===== config.mk =====
export PLATFORM = sky130hd
export DESIGN_NAME = demux_rr_sched
export DESIGN_NICKNAME = d
export VERILOG_FILES = /design/src/rtl/demux_sched_pkg.sv /design/src/rtl/demux_rr_sched_rr_pick8.sv /design/src/rtl/demux_rr_sched.sv
export SDC_FILE = /design/constraint.sdc
export NUM_CORES = 1
export LEC_CHECK = 0
export CORE_ASPECT_RATIO = 1.75
export CORE_MARGIN = 4
export CORE_UTILIZATION = 55
export CTS_CLUSTER_SIZE = 40
export DETAILED_ROUTE_END_ITERATION = 16
export GPL_ROUTABILITY_DRIVEN = 0
export PLACE_DENSITY = 0.87
export SETUP_SLACK_MARGIN = 0.4
export SKIP_LAST_GASP = 1
export SLEW_MARGIN = 20
export SYNTH_ARGS = -nofsm -noshare
export SYNTH_HDL_FRONTEND = slang
export SYNTH_SLANG_ARGS = --single-unit

===== constraint.sdc =====
create_clock -name clk -period 8.2 [get_ports clk]
set_input_delay 2.46 -clock clk [delete_from_list [all_inputs] [get_ports clk]]
set_output_delay 2.46 -clock clk [all_outputs]
set_load 0.01 [all_outputs]

===== src/rtl/demux_sched_pkg.sv =====
// demux_sched_pkg: shared constants, FSM state type and select decode for the round-robin demux.
package demux_sched_pkg;
    localparam int NCH = 8;
    localparam int SEL_W = 3;
    typedef enum logic {IDLE, HOLD} state_t;
    function automatic logic [NCH-1:0] onehot8(input logic [SEL_W-1:0] s);
        return NCH'(1) << s;
    endfunction
endpackage


===== src/rtl/demux_rr_sched_rr_pick8.sv =====
// rr_pick8: first set mask bit strictly after ptr, wrapping; returns ptr when it is the only set bit.
module rr_pick8 (
    input  logic [7:0] mask,
    input  logic [2:0] ptr,
    output logic [2:0] pick,
    output logic       any
);
    // Scan farthest-first so the nearest eligible channel wins; offset 8 wraps back to ptr.
    always_comb begin
        pick = ptr;
        for (int i = 8; i >= 1; i--)
            if (mask[ptr + 3'(i)]) pick = ptr + 3'(i);
    end
    assign any = |mask;
endmodule


===== src/rtl/demux_rr_sched.sv =====
// demux_rr_sched: accepts one word, offers it round-robin to an enabled channel,
// and reroutes it when the channel is masked off or stalls for TIMEOUT cycles.
module demux_rr_sched
    import demux_sched_pkg::*;
#(
    parameter int DW = 8,
    parameter int TIMEOUT = 15
) (
    input  logic             clk,
    input  logic             rst_n,
    input  logic             en,
    input  logic [DW-1:0]    in_data,
    input  logic             in_valid,
    output logic             in_ready,
    input  logic [NCH-1:0]   ch_mask,
    output logic [SEL_W-1:0] sel,
    output logic [DW-1:0]    out_data,
    output logic [NCH-1:0]   out_valid,
    input  logic [NCH-1:0]   out_ready,
    output logic             skip,
    output logic             busy
);
    state_t           state;
    logic [SEL_W-1:0] ptr;
    logic [7:0]       tcnt;
    logic [SEL_W-1:0] pick;
    logic             any;
    logic             done;
    logic             reroute;

    // One picker serves both the initial grant (from ptr) and reroutes (from sel).
    rr_pick8 u_pick (
        .mask(ch_mask),
        .ptr (state == IDLE ? ptr : sel),
        .pick(pick),
        .any (any)
    );

    assign busy      = state == HOLD;
    assign in_ready  = en & any & (state == IDLE);
    assign out_valid = (busy & en & any) ? onehot8(sel) : '0;
    assign done      = out_ready[sel] & out_valid[sel];
    assign reroute   = busy & en & ~done & any & (~ch_mask[sel] | (tcnt == 8'(TIMEOUT - 1)));

    always_ff @(posedge clk or negedge rst_n) begin
        if (!rst_n) begin
            state    <= IDLE;
            ptr      <= '1;
            sel      <= '0;
            out_data <= '0;
            skip     <= 1'b0;
            tcnt     <= '0;
        end else begin
            skip <= reroute;
            if (state == IDLE) begin
                if (in_valid & in_ready) begin
                    out_data <= in_data;
                    sel      <= pick;
                    tcnt     <= '0;
                    state    <= HOLD;
                end
            end else if (en) begin
                if (done) begin
                    ptr   <= sel;
                    state <= IDLE;
                end else if (reroute) begin
                    sel  <= pick;
                    tcnt <= '0;
                end else if (any) begin
                    tcnt <= tcnt + 8'd1;
                end
            end
        end
    end
endmodule

==> results by group <==
Run status
  – Outcome: complete, no violations

Floorplan
  – Row count: 29
  – Core area: 0.003701 mm²
  – DIE WIDTH: 55.40 µm
  – Initial Utilization: 58.42%
  – Die area: about 0.0050 mm²
  – Vert. Die Dim: 90.94 µm
  – # IOs: 50

Detailed routing
  – WL per Instance: 17.27 µm
  – Vias: between 1500 and 2000
  – Post-Route WL: 5111 µm
  – Drt first-iter violations: 42
  – Detail Route Antenna Nets: 0
  – Via-to-Cell Ratio: around 6.2
  – DRC: 0
  – Detailed Routing Iterations Pass 1: 6

Synthesis
  – Syn_nets: 236
  – YS warnings: 0
  – Avg Synthesized Cell Area: 10.60 µm²
  – Sequential-to-total area share from yosys stat: between 20% and 30%
  – Mapped Cells: 204
  – Unique cell type count in the Yosys netlist: 55
  – Count of state elements after synthesis: 24
  – Mapped cell area: roughly 0.0022 mm²

Layout
  – Sequential cell area: 604.3 µm²
  – Commonest cells after routing, fill and taps aside: clkdlybuf4s50_1, nand2_1, dfrtp_1, nor2_1, mux2i_1
  – Antenna cell count: 0
  – Leading cell type in the layout, fill and taps excluded: clkdlybuf4s50_1
  – Layout area overhead: 23.84%
  – Layout Nets: 283
  – Share of cells above drive strength 1: 17.60%
  – Multi-input gate area: 0.001441 mm²
  – Fill cells: 281

STA
  – Unrepaired setup endpoints after global routing: false
  – TNS Setup: 0 ps
  – Tcrit/Tclk final: 89.99%
  – Max Transition Viols Final: 0
  – Final setup vio count: 0
  – Slew @ Worst Pin: a little over 700 ps
  – Min Tclk post-route: 7379 ps
  – Final clock skew: 1.241 ps
  – Hold Fails Final Rpt: 0
  – Worst relative slew slack: 52.52%
  – FMAX: between 100 and 150 MHz
  – Worst Slack Setup Final: slightly above 800 ps

Worst setup path
  – Crit-path max FO: 9
  – WP buf/inv: 2
  – Crit end category: primary output
  – Kind of critical path: input port to primary output
  – Critical Path RT: 5740 ps
  – R2R Setup Slk: around 4500 ps
  – Top delay family on crit path: buffers and inverters
  – RR Startpoint: busy$_DFF_PN0_
  – Cell-by-cell trace of the critical path: clkdlybuf4s50_1 -> nor4_1 -> a21boi_0 -> and2_2 -> nand2_1 -> nor3_1 -> clkdlybuf4s50_1
  – CP Launch Type: input port
  – Slowest stage delay, CP: between 600 and 700 ps
  – RR Endpoint: sel[0]$_DFFE_PN0P_
  – CP max stage cell: clkdlybuf4s50_1
  – Most used cell along the critical path: clkdlybuf4s50_1
  – R2R depth: 10
  – Arrival time worst endpoint: 4920 ps

Global route
  – Antenna violations before repair: 0
  – Gr ovfl total: 0
  – First-pass GRT wire length: 8673 µm
  – Largest net degree at the start of global routing: 25
  – GRT Util Overall: a little over a fifth
  – Vias in the first global route: between 1500 and 2000

Min path
  – Hold EP: out_data[6]$_DFFE_PN0P_
  – HP Start: out_data[6]$_DFFE_PN0P_
  – Min-Delay Path Class: flip-flop to flip-flop
  – Hold Path Stages: 1

CTS
  – Deepest clock path buffer count: 2
  – Skew-Pair Late Insertion Delay: 260 ps
  – Post_cts resized: 0
  – Clock tree root buffer cell: clkbuf_8
  – Clock transition at path regs: 80 ps
  – CTS Buf Count: 3
  – CTS sink count: 24
  – Number of buffers added for setup after CTS: 0
  – H-tree depth: 1
  – CTS tree: built
  – Hold-fix buffers, CTS: 0

Placed design
  – Pre-CTS setup slack: 855.7 ps
  – Port bufs: 49
  – DP HPWL: between 4000 and 5000 µm

Pwr
  – Pwr dens: 486.7 mW/mm²
  – Maximum VDD drop: roughly 0.36 mV
  – Leak Pwr: 1.103 nW

Flow run
  – Max cap viols: 0
-- synth_stat cells, drive strengths merged --
master	count	area share (%)
nand2	24	4.4
dfrtp	21	24
nor2	20	3.6
mux2i	19	11
mux2	14	7.5
mux4	14	16
nand3	8	2.1
inv	7	1.2
o21ai	7	1.6
nor3	6	1.4
clkbuf	5	2.7
a21oi	4	0.93
a31oi	4	1.2
ha	4	2.3
nor4	4	1.2
xnor2	4	2.0
and2	3	0.93
buf	3	1.4
dfstp	3	3.6
o211ai	3	1.0
xor2	3	1.2
a21boi	2	1.2
nand2b	2	0.58
o21a	2	0.69
or2b	2	0.75
a211oi	1	0.35
a221o	1	0.46
a41oi	1	0.41
and3	1	0.29
nand3b	1	0.35
nand4	1	0.29
nand4b	1	0.41
nor2b	1	0.29
nor4bb	1	0.46
o2111ai	1	0.41
o211a	1	0.46
o221ai	1	0.41
o22ai	1	0.29
o311a	1	0.52
o31ai	1	0.35
or3	1	0.29
-- worst max-delay path by stage --
| stage | startpoint | end | slack [ps] | cells after the start |
|---|---|---|---|---|
| 5_1_grt | ch_mask[3] | out_valid[4] | 630 | 7 |
| 6_report | ch_mask[5] | out_valid[4] | 820 | 7 |
| 2_1_floorplan | ch_mask[5] | out_valid[4] | 2230 | 5 |
| 4_1_cts | ch_mask[3] | out_valid[4] | 850 | 7 |
| 3_5_place_dp | ch_mask[3] | out_valid[4] | 860 | 7 |
| 3_3_place_gp | ch_mask[5] | out_valid[4] | 940 | 7 |
-- cell type report --
class | count | share of cell area, %
inverter | 7 | 0.9813
clock buffer | 4 | 2.056
timing repair buffer | 50 | 18.41
tap | 46 | 2.150
sequential | 24 | 22.57
multi-input combinational | 165 | 53.83
-- cells by family (layout without fill, tap and decap cells) --
kind of cell	Yosys count	count (layout)	share of synthesized area (%)
buffers and inverters	15	61	5.381
AOI/OAI and AO/OA	31	31	10.30
adders and majority gates	4	4	2.315
muxes	47	47	33.62
and+or+nand+nor	76	76	17.25
DFF	24	24	27.95
xor gates and xnor gates	7	7	3.184
-- state kept, by name, summed over array words and instances, names as in the netlist --
name / cells
ptr: 3
skip: 1
tcnt: 8
sel: 3
busy: 1
out_data: 8
-- per-layer routing --
| metal | vias to the layer above | track usage, % | wire length, µm |
|---|---|---|---|
| met1 | 896 | 20.50 | 1824 |
| met5 | - | 0 | 0 |
| met4 | 0 | 9.331 | 221 |
| met2 | 64 | 41.40 | 2889 |
| li1 | 860 | - | - |
| met3 | 18 | 2.695 | 175 |
-- where the power goes --
part,switching [mW],total [mW],internal [mW]
clock network,0.0350,0.0778,0.0428
logic,0.497,0.984,0.487
registers,0.0704,0.241,0.171
total,0.603,1.30,0.701
-- per-stage QoR --
| step | cells | hold slack, ps | util [%] | instance area [µm²] | power (mW) |
|---|---|---|---|---|---|
| floorplan | 204 | 498.9 | - | 2162 | 1.009 |
| CTS | 296 | 510.0 | 72.48 | 2683 | 1.298 |
| detailed placement | 292 | 492.0 | 70.99 | 2628 | 1.215 |
| global placement | 292 | 485.5 | 70.99 | 2628 | 1.192 |
| global route | 296 | 525.0 | 72.35 | 2678 | 1.403 |
| finish | 296 | 508.3 | 72.35 | 2678 | 1.303 |
Note: power is estimated with default switching activity, not from simulation.
